==> src/rtl/voronoi_leader_sched.sv <==
// voronoi_leader_sched: round-robin, mutually exclusive leader grant for the red/green/yellow Voronoi lineages.
// Optional ACTIVE timeout enabled by defining VORONOI_SCHED_TIMEOUT_EN.
module voronoi_leader_sched #(
  parameter int SETTLE_CYC  = 4,
  parameter int TIMEOUT_CYC = 64,
  parameter int COOL_CYC    = 2,
  parameter int CNT_W       = 8
) (
  input  logic             clk,
  input  logic             rst_n,
  input  logic             enable,
  input  logic [2:0]       band,
  input  logic [2:0]       leader_signal,
  input  logic [2:0]       rep_leader,
  output logic [2:0]       select_leader,
  output logic             busy,
  output logic [2:0]       last_grant,
  output logic [CNT_W-1:0] round_count,
  output logic             timeout_err
);
  typedef enum logic [2:0] {IDLE, SENSE, SELECT, ACTIVE, COOL} state_t;
  localparam int MAX_A = SETTLE_CYC > COOL_CYC ? SETTLE_CYC : COOL_CYC;
  localparam int MAX_V = MAX_A > TIMEOUT_CYC ? MAX_A : TIMEOUT_CYC;
  localparam int CW = $clog2(MAX_V + 1);
  state_t state_q, state_d;
  logic [CW-1:0] cnt_q, cnt_d;
  logic [2:0] band_q, band_d, grant_q, grant_d, sel_q, sel_d, last_q, last_d;
  logic [CNT_W-1:0] rc_q, rc_d;
  logic terr_q, terr_d;
  logic [2:0] elig, nxt, nxt2, pick;
  logic ack, lost, tmo;
  // Eligibility, round-robin pick starting after last_grant, and ACTIVE exit conditions.
  always_comb begin
    elig = leader_signal & {band[1] & band[0], band[2] & band[0], band[2] & band[1]};
    nxt  = {last_q[1:0], last_q[2]};
    nxt2 = {nxt[1:0], nxt[2]};
    pick = |(elig & nxt) ? nxt : |(elig & nxt2) ? nxt2 : |(elig & last_q) ? last_q : 3'b000;
    ack  = |(rep_leader & grant_q);
    lost = ~|(elig & grant_q);
`ifdef VORONOI_SCHED_TIMEOUT_EN
    tmo  = cnt_q == CW'(TIMEOUT_CYC - 1);
`else
    tmo  = 1'b0;
`endif
  end
  // Next-state and next-output logic; the grant is only driven while ACTIVE persists.
  always_comb begin
    state_d = state_q;
    cnt_d   = cnt_q;
    band_d  = band;
    grant_d = grant_q;
    sel_d   = 3'b000;
    last_d  = last_q;
    rc_d    = rc_q;
    terr_d  = terr_q;
    if (!enable) state_d = IDLE;
    else case (state_q)
      IDLE: begin
        state_d = SENSE;
        cnt_d   = '0;
      end
      SENSE: begin
        state_d = band == band_q && cnt_q == CW'(SETTLE_CYC - 1) ? SELECT : SENSE;
        cnt_d   = band != band_q || cnt_q == CW'(SETTLE_CYC - 1) ? '0 : cnt_q + 1'b1;
      end
      SELECT: begin
        state_d = |pick ? ACTIVE : SENSE;
        grant_d = pick;
        sel_d   = pick;
        cnt_d   = '0;
      end
      ACTIVE: begin
        state_d = ack || lost || tmo ? COOL : ACTIVE;
        cnt_d   = ack || lost || tmo ? '0 : cnt_q + 1'b1;
        sel_d   = ack || lost || tmo ? 3'b000 : grant_q;
        last_d  = ack || (!lost && tmo) ? grant_q : last_q;
        rc_d    = ack ? rc_q + 1'b1 : rc_q;
        terr_d  = terr_q | (!ack && !lost && tmo);
      end
      COOL: begin
        state_d = cnt_q == CW'(COOL_CYC - 1) ? SENSE : COOL;
        cnt_d   = cnt_q == CW'(COOL_CYC - 1) ? '0 : cnt_q + 1'b1;
      end
      default: state_d = IDLE;
    endcase
  end
  // All state and registered outputs; reset clears the grant asynchronously.
  always_ff @(posedge clk or negedge rst_n) begin
    if (!rst_n) begin
      state_q <= IDLE;
      cnt_q   <= '0;
      band_q  <= 3'b000;
      grant_q <= 3'b000;
      sel_q   <= 3'b000;
      last_q  <= 3'b100;
      rc_q    <= '0;
      terr_q  <= 1'b0;
    end else begin
      state_q <= state_d;
      cnt_q   <= cnt_d;
      band_q  <= band_d;
      grant_q <= grant_d;
      sel_q   <= sel_d;
      last_q  <= last_d;
      rc_q    <= rc_d;
      terr_q  <= terr_d;
    end
  end
  assign select_leader = sel_q;
  assign busy          = state_q != IDLE;
  assign last_grant    = last_q;
  assign round_count   = rc_q;
  assign timeout_err   = terr_q;
endmodule

==> config.mk <==
export PLATFORM = sky130hd
export DESIGN_NAME = voronoi_leader_sched
export DESIGN_NICKNAME = d
export VERILOG_FILES = /design/src/rtl/voronoi_leader_sched.sv
export SDC_FILE = /design/constraint.sdc
export NUM_CORES = 1
export LEC_CHECK = 0
export CORE_ASPECT_RATIO = 1.5
export CORE_UTILIZATION = 40
export CTS_BUF_LIST = sky130_fd_sc_hd__clkbuf_4 sky130_fd_sc_hd__clkbuf_8
export DETAILED_ROUTE_END_ITERATION = 7
export PLACE_DENSITY = 0.69
export SYNTH_ARGS = -nofsm -noshare
export SYNTH_HDL_FRONTEND = slang
export SYNTH_SLANG_ARGS = --single-unit
==> constraint.sdc <==
create_clock -name clk -period 4.1 [get_ports clk]
set_input_delay 1.025 -clock clk [delete_from_list [all_inputs] [get_ports clk]]
set_output_delay 1.025 -clock clk [all_outputs]
set_load 0.1 [all_outputs]
==> metrics.cfg, run 1 <==
[outcome]
status=finished, final reports clean

[detailed_routing]
drt-initial-drc-count=31
ant_nets=0
detail_route.wl_per_cell_um=15.5
drt-pass1-iter-count=5
num_vias=1490
drc=0
drt_wl_total_um=3790
via_per_inst=6.11

[timing]
relSlewSlack=0.344
period_needed_ns=3.21
fin_crit_sh=0.782
worst_slew_pin_slew_ns=0.981
final_max_slew_viol_count=0
rsz0062_at_grt=false
clock_skew_ns=0.00555
finalHoldViolations=0
tns_ns=0
final-setup-viol-count=0
fmax_mhz=312
hold_slack_ns=0.468

[synthesis]
ys_async_sr_fraction=1.00
netlist_instances=171
netlist_area_mm2=0.00169
synth_area_leaders=dfrtp_1, xnor2_1, nand2_1
yosysUniqueCellTypes=50
synthFlopType=dfrtp_1
synth.most_common_cell=dfrtp_1
synth-seq-area-share=0.446
synth_seq_cells=30
synthTopCellsByCount=dfrtp_1, nand2_1, nor2_1
synth.avg_cell_area_um2=9.87
syn_nets=186
yosysTopAreaCell=dfrtp_1
synth_edf_count=0
yosysWarnings=0
synth_top_area_frac=0.430

[critical_path]
start_kind=flop
crit_slowest_cell=clkdlybuf4s50_1
regToRegSetupSlack_ns=2.24
rr_startpoint=grant_q[0]
path_cells=or3_1 -> clkdlybuf4s50_1
critPathTopFamily=buffers and inverters
cp.required_ns=3.07
startpoint=state_q[0]
path_max_fanout=10
r2r-end=select_leader[2]
end_kind=output pin
cp_slowest_stage_delay_ns=0.97
crit_type=reg2out
critPathBufInv=1
critical_path_arrival_ns=2.18
rr_worst_depth=5

[grt]
grt_pass1_vias=1443
grt_pass1_wl_um=6190
gr-total-overflow=0
grtUsageTotal=0.193
grt_start_max_net_pins=31
grt_antenna_before_repair=0

[clocking]
htree_levels=2
clockRootBuffer=clkbuf_8
path_clk_slew_ns=0.07
clock_latency_ns=0.29
cts-resized-gates=0
postCtsHoldBufs=0
cts_tree=yes
numCtsBuffers=5
cts.sinks=30
post_cts_buffers=0
cts_buffer_depth=2

[pwr]
p_sw_uw=161
intPower_uw=502
switching_share=0.243
ir_drop_uv=255
p_comb_frac=0.092
power.share.clock=0.449
pwr-share-seq=0.459
p_leak_uw=0.000945
powerDensity_mw_per_mm2=318

[placed_design]
gp_congestion=1.02
portBuffers=26
hpwl_um=2770

[job]
cap_violations=0

[finish]
nFillCells=367
final_nets=213
drive_gt1_frac=0.126
diodes=0
syn_to_final_growth_pct=23.5

[floorplanning]
dieWidth_um=55.0
start_util=0.423
core_area_mm2=0.00399
pin_count=28
die_h_um=81.6
die_area_mm2=0.00449
core.rowCount=28

[hold_path]
whs_endpoint=round_count[7]
hp-class=reg2reg
holdPathStages=1
min_from=round_count[7]

[final cells by class]
cell class                 instances  area [um2]  area share
inverter                           7        26.3      0.0126
sequential                        30         752       0.361
timing repair buffer              27         268       0.128
tap                               45        56.3      0.0270
multi-input combinational        127         873       0.419
clock inverter                     3        40.0      0.0192
clock buffer                       5        68.8      0.0330
[kinds of logic (layout without fill, tap and decap cells)]
| kind of cell | count (synthesis) | count (layout) | share of synthesized area |
|---|---|---|---|
| adder cells (fa/ha/maj) | 3 | 3 | 0.0222 |
| flip-flops | 30 | 30 | 0.446 |
| XOR/XNOR | 13 | 13 | 0.0675 |
| AO/OA/AOI/OAI | 40 | 40 | 0.178 |
| multiplexers | 2 | 2 | 0.0133 |
| AND/OR/NAND/NOR | 68 | 68 | 0.234 |
| buffers and inverters | 14 | 42 | 0.0371 |
| other | 1 | 1 | 0.00222 |
[registers in the layout (all words and copies together), names as in the netlist]
register	count
band_q	3
cnt_q	7
grant_q	3
last_grant	3
round_count	8
select_leader	3
state_q	3
[worst register-to-register path, cell delays in order, from the launching register on]
cell and delay [ns]:
dfrtp_1 0.44, a222oi_1 0.64, o31ai_2 0.21, nor2_2 0.22
and2_4 0.18, a21o_1 0.11
[through the flow]
step	utilization	power (uW)	worst slack, ns	cells	cell area (um2)
5_1_grt	0.522	690	0.857	244	2080
6_report	0.522	664	0.893	244	2080
4_1_cts	0.522	672	0.890	244	2080
3_3_place_gp	0.495	369	1.21	236	1980
3_5_place_dp	0.495	371	1.19	236	1980
2_1_floorplan	-	346	1.79	171	1690
[placed cells by master, fill, tap and decap left out, types with 5 or more instances in the layout]
master           Yosys  routed
nand4_1              9       9
clkbuf_8             0       5
a21o_1               7       7
nor2_1              10      10
nand3_1              8       8
clkdlybuf4s50_1      0      26
nand2_1             15      15
xor2_1               5       5
dfrtp_1             29      29
xnor2_1              8       8
inv_1                7       7
o21ai_0              5       5
[worst max-delay path by stage]
stage / slack [ns] / depth (start not counted) / to
2_1_floorplan: 1.79 / 6 / cnt_q[4]
3_3_place_gp: 1.21 / 2 / busy
3_5_place_dp: 1.19 / 6 / cnt_q[4]
4_1_cts: 0.89 / 2 / busy
5_1_grt: 0.86 / 2 / busy
6_report: 0.89 / 2 / busy
[power groups by stage]
stage / Combinational (uW) / Clock, uW / Sequential, uW
6_report: 60.9 / 298 / 305
5_1_grt: 67.0 / 318 / 305
4_1_cts: 61.4 / 306 / 305
3_5_place_dp: 61.3 / 0 / 310
3_3_place_gp: 59.1 / 0 / 310
2_1_floorplan: 37.9 / 0 / 308
[layer usage]
layer	wire (um)	track usage
met1	1550	0.217
met2	1890	0.318
met3	225	0.0407
met4	122	0.125
met5	0	0
No activity file was read; power rests on OpenSTA's default activity.
==> run 2: changes to the inputs <==
PLACE_DENSITY = 0.71   (was 0.69)
clock period = 2.7 ns   (was 4.1 ns; I/O delays follow)
==> metrics.cfg, run 2 (synthesis gave the netlist of run 1 again) <==
[outcome]
status=finished, final reports clean

[detailed_routing]
detail_route.wl_per_cell_um=14.4
num_vias=1423
drt-pass1-iter-count=4
drt-initial-drc-count=27
drt_wl_total_um=3560
via_per_inst=5.76
ant_nets=0
drc=0

[placed_design]
portBuffers=26
gp_congestion=0.914
hpwl_um=2630
dp_slack_ns=0.118

[grt]
grt_pass1_vias=1370
grt_antenna_before_repair=0
grt_pass1_wl_um=5980
grt_start_max_net_pins=31
gr-total-overflow=0
grtUsageTotal=0.188

[pwr]
pwr-share-seq=0.410
p_sw_uw=242
ir_drop_uv=444
p_leak_uw=0.000998
power.share.clock=0.508
intPower_uw=886
switching_share=0.215
p_comb_frac=0.082
powerDensity_mw_per_mm2=536

[clocking]
htree_levels=2
cts_buffer_depth=2
clockRootBuffer=clkbuf_8
path_clk_slew_ns=0.08
cts-resized-gates=0
postCtsHoldBufs=0
numCtsBuffers=5
post_cts_buffers=0
clock_latency_ns=0.29
cts_tree=yes
cts.sinks=30

[timing]
tns_ns=0
final_max_slew_viol_count=0
fmax_mhz=438
fin_crit_sh=0.845
rsz0062_at_grt=false
worst_slack_ns=0.418
clock_skew_ns=0.0139
period_needed_ns=2.28
finalHoldViolations=0
final-setup-viol-count=0

[finish]
diodes=0
layout_common_cells=dfrtp_1, buf_4, nand2_1
drive_gt1_frac=0.213
syn_to_final_growth_pct=24.6
largest_register_ff_count=8
layout_commonest_cell=dfrtp_1
final_nets=216

[critical_path]
crit_slowest_cell=clkdlybuf4s50_1
path_cells=clkdlybuf4s50_1 -> and4_2 -> o31ai_2 -> nor2_2 -> o32ai_2 -> nor2_1
cp.required_ns=2.86
end_kind=flop
critical_path_arrival_ns=2.44
cp_slowest_stage_delay_ns=0.55
path_max_fanout=9
crit_type=in2reg
start_kind=input port

[floorplanning]
core.rowCount=28
pin_count=28
core_area_mm2=0.00399
die_h_um=81.6
dieWidth_um=55.0
die_area_mm2=0.00449
start_util=0.423

[hold_path]
hp-class=reg2reg

[job]
cap_violations=0

==> run 2: cell count changes in the layout (fill, tap and decap cells not counted), sizes merged <==
cell,before,now
clkbuf,5,6
buf,1,19
clkdlybuf4s50,26,11
bufinv,1,2
clkinv,2,0
==> run 2: worst max-delay path: cells and delay by family <==
kind | cells | cell delay [ns]
buf+inv | 1 | 0.55
simple gates | 3 | 0.49
compound gates | 2 | 0.73
==> run 2: final cells by class <==
type	count	area, um2
fillers	391	1890
multi-input cells	127	873
flip-flops and latches	30	752
repair buffers	30	253
clock buffers	6	82.6
clock inverters	2	60.1
well taps	45	56.3
inverters	7	26.3
==> run 2: power groups by stage <==
stage          Combinational [uW]  Clock (uW)  Sequential [uW]
2_1_floorplan                57.5           0              468
4_1_cts                      93.5         581              462
5_1_grt                       103         605              463
3_3_place_gp                 91.8           0              471
6_report                     92.6         573              462
3_5_place_dp                 93.2           0              471
==> run 2: per-layer routing <==
layer | GRT usage | vias up | part of all wire
met1 | 0.218 | 688 | 0.42
li1 | - | 693 | -
met3 | 0.0463 | 10 | 0.035
met5 | 0 | - | 0
met2 | 0.302 | 32 | 0.52
met4 | 0.110 | 0 | 0.031
==> run 2: stage by stage <==
stage               cell area [um2]   util  total power [uW]  hold slack, ns  instances
floorplan                      1690      -               525           0.379        171
global placement               1960  0.491               563           0.462        239
detailed placement             1960  0.491               564           0.465        239
CTS                            2100  0.527              1140           0.479        247
global route                   2100  0.527              1170           0.495        247
finish                         2100  0.527              1130           0.470        247
==> run 2: path summary, 6_finish.rpt <==
kind	from	to	slack (ns)	cells past startpoint
worst max register to register	cnt_q[3]	cnt_q[3]	0.91	5
worst min-delay path	round_count[7]	round_count[7]	0.47	1
max in group asynchronous	rst_n	last_grant[2]	1.61	2
min in group asynchronous	rst_n	last_grant[1]	0.76	2
worst min register to register	round_count[7]	round_count[7]	0.47	1
worst max-delay path	band[2]	cnt_q[6]	0.42	6
